## src/rtl/refill_scheduler.sv

```systemverilog
// refill_scheduler: round-robin owner of the single DDR burst master for the
// four cache ports. A granted port gets an optional dirty-victim write-back
// burst, then a line-fill read burst, then a one-cycle done pulse.
module refill_scheduler #(
    parameter int ADDR_W    = 32,
    parameter int DATA_W    = 128,
    parameter int BURST_LEN = 4,
    parameter int BEAT_W    = 2
) (
    input  logic                  clk,
    input  logic                  rst,
    input  logic [3:0]            req,
    input  logic [3:0]            wb,
    input  logic [4*ADDR_W-1:0]   fill_addr,
    input  logic [4*ADDR_W-1:0]   wb_addr,
    input  logic [4*DATA_W-1:0]   wb_data,
    output logic [3:0]            gnt,
    output logic [BEAT_W-1:0]     beat_idx,
    output logic                  fill_valid,
    output logic [DATA_W-1:0]     fill_data,
    output logic [3:0]            done,
    output logic [ADDR_W-1:0]     mem_addr,
    output logic                  mem_read,
    output logic                  mem_write,
    output logic [BEAT_W:0]       mem_burstcount,
    output logic [DATA_W-1:0]     mem_writedata,
    input  logic                  mem_waitrequest,
    input  logic [DATA_W-1:0]     mem_readdata,
    input  logic                  mem_readdatavalid,
    output logic                  proto_err
);

    localparam logic [2:0] S_IDLE  = 3'd0;
    localparam logic [2:0] S_WB    = 3'd1;
    localparam logic [2:0] S_RD    = 3'd2;
    localparam logic [2:0] S_WAITD = 3'd3;
    localparam logic [2:0] S_DONE  = 3'd4;

    localparam logic [BEAT_W-1:0] LAST_BEAT = BEAT_W'(BURST_LEN - 1);
    localparam logic [BEAT_W:0]   BURST_CNT = (BEAT_W + 1)'(BURST_LEN);

    // Control state (reset)
    logic [2:0]          state_q, state_d;
    logic [3:0]          gnt_q, gnt_d;
    logic [1:0]          win_q, win_d;
    logic [1:0]          rr_q, rr_d;
    logic [BEAT_W-1:0]   beat_q, beat_d;
    logic                last_q, last_d;
    logic                fill_valid_q, fill_valid_d;
    logic                proto_q, proto_d;

    // Datapath registers (no reset; qualified by control state)
    logic [ADDR_W-1:0]   faddr_q, faddr_d;
    logic [ADDR_W-1:0]   waddr_q, waddr_d;
    logic [BEAT_W-1:0]   fill_beat_q, fill_beat_d;
    logic [DATA_W-1:0]   fill_data_q, fill_data_d;

    logic                arb_found;
    logic [1:0]          arb_win;
    logic                wr_acc;
    logic                rd_acc;
    logic                rdv_acc;

    assign wr_acc  = (state_q == S_WB) && !mem_waitrequest;
    assign rd_acc  = (state_q == S_RD) && !mem_waitrequest;
    // Beats after the last one of the burst are not forwarded to the port.
    assign rdv_acc = (state_q == S_WAITD) && mem_readdatavalid && !last_q;

    // Round-robin pick: first requesting port at or after rr_q, cyclically.
    always_comb begin
        logic [1:0] idx;
        arb_found = 1'b0;
        arb_win   = rr_q;
        idx       = rr_q;
        for (int k = 0; k < 4; k++) begin
            idx = rr_q + 2'(k);
            if (!arb_found && req[idx]) begin
                arb_found = 1'b1;
                arb_win   = idx;
            end
        end
    end

    // Transaction sequencer: grant, write-back, fill command, fill beats, done.
    always_comb begin
        state_d = state_q;
        gnt_d   = gnt_q;
        win_d   = win_q;
        rr_d    = rr_q;
        beat_d  = beat_q;
        last_d  = last_q;
        faddr_d = faddr_q;
        waddr_d = waddr_q;
        case (state_q)
            S_IDLE: begin
                if (arb_found) begin
                    gnt_d   = 4'b0001 << arb_win;
                    win_d   = arb_win;
                    faddr_d = fill_addr[arb_win*ADDR_W +: ADDR_W];
                    waddr_d = wb_addr[arb_win*ADDR_W +: ADDR_W];
                    beat_d  = '0;
                    last_d  = 1'b0;
                    state_d = wb[arb_win] ? S_WB : S_RD;
                end
            end
            S_WB: begin
                if (wr_acc) begin
                    beat_d = beat_q + BEAT_W'(1);
                    if (beat_q == LAST_BEAT) begin
                        beat_d  = '0;
                        state_d = S_RD;
                    end
                end
            end
            S_RD: begin
                if (rd_acc) begin
                    beat_d  = '0;
                    state_d = S_WAITD;
                end
            end
            S_WAITD: begin
                if (rdv_acc) begin
                    beat_d = beat_q + BEAT_W'(1);
                    if (beat_q == LAST_BEAT) begin
                        last_d = 1'b1;
                    end
                end
                // last_q is set while the final fill beat is on the port,
                // so done lands on the cycle after it.
                if (last_q) begin
                    state_d = S_DONE;
                end
            end
            S_DONE: begin
                state_d = S_IDLE;
                gnt_d   = '0;
                rr_d    = win_q + 2'd1;
                beat_d  = '0;
                last_d  = 1'b0;
            end
            default: begin
                state_d = S_IDLE;
                gnt_d   = '0;
            end
        endcase
    end

    // Fill beat capture and protocol-error detection.
    always_comb begin
        fill_valid_d = rdv_acc;
        fill_beat_d  = rdv_acc ? beat_q : fill_beat_q;
        fill_data_d  = rdv_acc ? mem_readdata : fill_data_q;
        proto_d      = proto_q | (mem_readdatavalid && (state_q != S_WAITD));
    end

    // Control registers with synchronous reset.
    always_ff @(posedge clk) begin
        if (rst) begin
            state_q      <= S_IDLE;
            gnt_q        <= '0;
            win_q        <= '0;
            rr_q         <= '0;
            beat_q       <= '0;
            last_q       <= 1'b0;
            fill_valid_q <= 1'b0;
            proto_q      <= 1'b0;
        end else begin
            state_q      <= state_d;
            gnt_q        <= gnt_d;
            win_q        <= win_d;
            rr_q         <= rr_d;
            beat_q       <= beat_d;
            last_q       <= last_d;
            fill_valid_q <= fill_valid_d;
            proto_q      <= proto_d;
        end
    end

    // Address and fill data registers, gated at the outputs by control state.
    always_ff @(posedge clk) begin
        faddr_q     <= faddr_d;
        waddr_q     <= waddr_d;
        fill_beat_q <= fill_beat_d;
        fill_data_q <= fill_data_d;
    end

    // Output decode from registered state.
    always_comb begin
        gnt            = gnt_q;
        done           = (state_q == S_DONE) ? gnt_q : 4'b0000;
        mem_write      = (state_q == S_WB);
        mem_read       = (state_q == S_RD);
        mem_addr       = mem_write ? waddr_q : (mem_read ? faddr_q : '0);
        mem_burstcount = (mem_read || mem_write) ? BURST_CNT : '0;
        mem_writedata  = mem_write ? wb_data[win_q*DATA_W +: DATA_W] : '0;
        beat_idx       = fill_valid_q ? fill_beat_q : beat_q;
        fill_valid     = fill_valid_q;
        fill_data      = fill_data_q;
        proto_err      = proto_q;
    end

endmodule

```

## config.mk

```make
export PLATFORM = sky130hd
export DESIGN_NAME = refill_scheduler
export DESIGN_NICKNAME = d
export VERILOG_FILES = /design/src/rtl/refill_scheduler.sv
export SDC_FILE = /design/constraint.sdc
export NUM_CORES = 1
export LEC_CHECK = 0
export BUFFER_PORTS_ARGS = -buffer_cell sky130_fd_sc_hd__buf_2
export CAP_MARGIN = 25
export CELL_PAD_IN_SITES_DETAIL_PLACEMENT = 1
export CELL_PAD_IN_SITES_GLOBAL_PLACEMENT = 1
export CORE_AREA = 2 2 466 468
export CTS_BUF_LIST = sky130_fd_sc_hd__clkbuf_16
export DETAILED_ROUTE_END_ITERATION = 12
export DIE_AREA = 0 0 468 470
export GPL_ROUTABILITY_DRIVEN = 0
export PLACE_DENSITY_LB_ADDON = 0.1
export SYNTH_ARGS = -nofsm -noshare
export SYNTH_HDL_FRONTEND = slang
export SYNTH_SLANG_ARGS = --single-unit
export TNS_END_PERCENT = 100
```

## constraint.sdc

```tcl
create_clock -name clk -period 13.7 [get_ports clk]
set_clock_uncertainty 0.15 [all_clocks]
set_input_delay 0.685 -clock clk [delete_from_list [all_inputs] [get_ports clk]]
set_output_delay 0.685 -clock clk [all_outputs]
set_load 0.005 [all_outputs]
```

==> out/results.txt <==
Outcome - completed
Max IR drop VDD - 0.0769 mV
Antenna viol nets, final - 0
Clock Latency Late Sink - 0.57 ns
Initial Utilization - 6.11%
Post-CTS setup buffer count - 0
Sw Share - 35.4%
Final instance area - 23,700 sq um
Power Total - 2.74 mW
DR pass1 iterations - 5
Distinct cells, synth - 55
Fmax - 208 MHz
Synth warnings - 0
Die W - 468 microns
Clock period minus worst slack - 4.80 ns
Number of DRC markers in iteration 0 - 585
Share of cells above drive strength 1 - 68.3%
Max FO, Critical Path - 39
Yosys top cell area share - 44.2%
Synth area leaders - edfxtp_1, mux4_2, mux2i_1, and2_1, dfxtp_1
Core Region - 216,000 sq um
Clock power frac - 32.7%
Root buf cell - clkbuf_16
Total of max-cap violations - 0
First-pass GRT wire length - 166,000 microns
Max_slew headroom - 31.6%
Number of synthesized flops with an enable pin - 194
Unrepaired setup endpoints after global routing - no
Hpwl dp - 116,000 microns
Pin count of the biggest net entering global routing - 84
HP Class - in2reg
Core Rows - 171
Period Utilization, post-route - 35.0%
WL/cell - 26.5 microns
Kind of critical path - reg2out
CTS sink count - 210
Leak - 9.74 nW
Sequential share of the synthesized area - 46.7%
Post-Syn Area per Cell - 15.1 sq um
Final nets - 2,970
Sequential power share - 32.2%
Grt total ovfl - 0
Die Height - 470 microns
Most common cell in the netlist - edfxtp_1
Yosys top cell by area - edfxtp_1
Vias - 14,100
Worst-Margin Slew - 1.03 ns
Clock tree buffer depth - 3
Most instantiated cells after synthesis - edfxtp_1, mux2i_1, and2_1, mux4_2, a22o_1
Initial antenna violation count - 190
GRT Total Usage - 11.5%
Area growth syn-to-layout - 80.0%
IO Port Bufs - 1,210
Count of final setup violators - 0
Final count of pins violating max slew - 0
Mapped Area - 13,200 sq um
WP data required - 12.86 ns
Final WL - 132,000 microns
Die area - 220,000 sq um
Setup crit start kind - flip-flop
Hold slack - 0.137 ns
Io pins - 1,213
Hold Buf Count CTS - 0
Synth Flop Type - edfxtp_1
Worst path arrival time - 3.97 ns
PostCTS Resize Cnt - 0
#FFs+latches synth - 210
Total power per unit cell area - 115 nW/um^2
Vias in the first global route - 15,400
Placed cell areas - 22,500 sq um
Switching pwr - 0.969 mW
Clock-pin slew of the registers on the worst-case setup and hold paths - 0.06 ns
P_int - 1.77 mW
FFs w/ async S/R, synth - 0%
Crit path capture type - output port
Combinational share of power - 35.1%
CTS tree - done
Setup tns final - 0 ns
DRC - 0
Final hold vios - 0
Mapped Cells - 871
Cts bufs inserted - 36
DR vias/cell - 2.83
H-tree levels - 2
-- worst paths after layout --
path / startpoint / end / slack [ns] / cells past startpoint
setup reg to reg: rr_q[0]$_SDFFE_PP0N_ / faddr_q[26]$_DFFE_PP_ / 9.74 / 8
hold / removal: mem_readdata[38] / fill_data[38]$_DFFE_PP_ / 0.14 / 1
setup / recovery: win_q[0]$_SDFFE_PP0P_ / mem_writedata[126] / 8.90 / 5
hold reg to reg: gnt[0]$_SDFFE_PP0P_ / gnt[0]$_SDFFE_PP0P_ / 0.33 / 2
-- per-stage QoR --
stage          instances  util [%]  worst slack, ns
2_1_floorplan        872         -             2.03
3_3_place_gp        4877      10.4             9.31
3_5_place_dp        4877      10.4             9.27
4_1_cts             4942      10.9             8.59
5_1_grt             4964      11.0             8.45
6_report            4981      11.0             8.90
-- cell type report --
cell class                      count  area [sq um]
Fill cell                       25300        192000
Multi-Input combinational cell    581          6570
Timing Repair Buffer             1230          6210
Sequential cell                   210          6150
Tap cell                         2854          3570
Clock buffer                       36           901
Clock inverter                     29           201
Antenna cell                       39          97.6
Inverter                            2          7.51
-- cells in the final DEF, fill, tap and decap left out, drive strengths merged, types with 3 or more instances in the layout --
cell       n
or3        4
o31a       3
o31ai      3
a21oi     12
edfxtp   194
inv       12
clkinv    15
nor3b      3
buf     1230
and3       6
diode     39
nor2      10
dfxtp     16
a22o      32
a211oi     4
nor2b      7
mux4     128
clkbuf    36
o21ai      7
nor3       3
mux2i    192
nand3      3
nand2      9
and2     129
or2        4
-- flip-flops by register name (all words and copies together), names as in the netlist --
name / cells
fill_data: 128
state_q: 3
faddr_q: 32
fill_valid: 1
last_q: 1
rr_q: 2
gnt: 4
fill_beat_q: 2
beat_q: 2
waddr_q: 32
win_q: 2
proto_err: 1
-- worst max-delay path, cell delays in order (launching register included) --
cell and delay (ns):
dfxtp_4 0.89, buf_4 0.64, buf_4 0.75, mux4_2 0.60, and2_1 0.17, buf_2 0.15
-- cells by family (layout without fill, tap and decap cells) --
| family | count (synthesis) | count (layout) | share of synthesized area (%) |
|---|---|---|---|
| AO/OA/AOI/OAI | 70 | 70 | 4.14 |
| XOR/XNOR | 1 | 1 | 0.0665 |
| adder cells (fa/ha/maj) | 1 | 1 | 0.0950 |
| buffers and inverters | 81 | 1297 | 3.77 |
| flip-flops | 210 | 210 | 46.7 |
| multiplexers | 322 | 322 | 36.7 |
| other | 1 | 41 | 0.0285 |
| AND/OR/NAND/NOR | 185 | 185 | 8.58 |
-- power groups by stage --
stage               combinational, mW  sequential (mW)  clock (mW)
floorplan                       0.476            0.874           0
global placement                 1.02            0.901           0
detailed placement               1.02            0.901           0
CTS                              1.02            0.889       0.967
global route                     1.06            0.897       0.975
finish                          0.961            0.882       0.895
-- per-layer routing --
metal  GRT usage (%)  vias up  part of all wire (%)
met5               0        -                  0.29
met4            3.11       62                   3.3
met3            4.06      308                   9.2
met2            22.1     1035                    53
met1            11.4     6778                    34
li1                -     5936                     -
(Power assumes the default switching activity.)
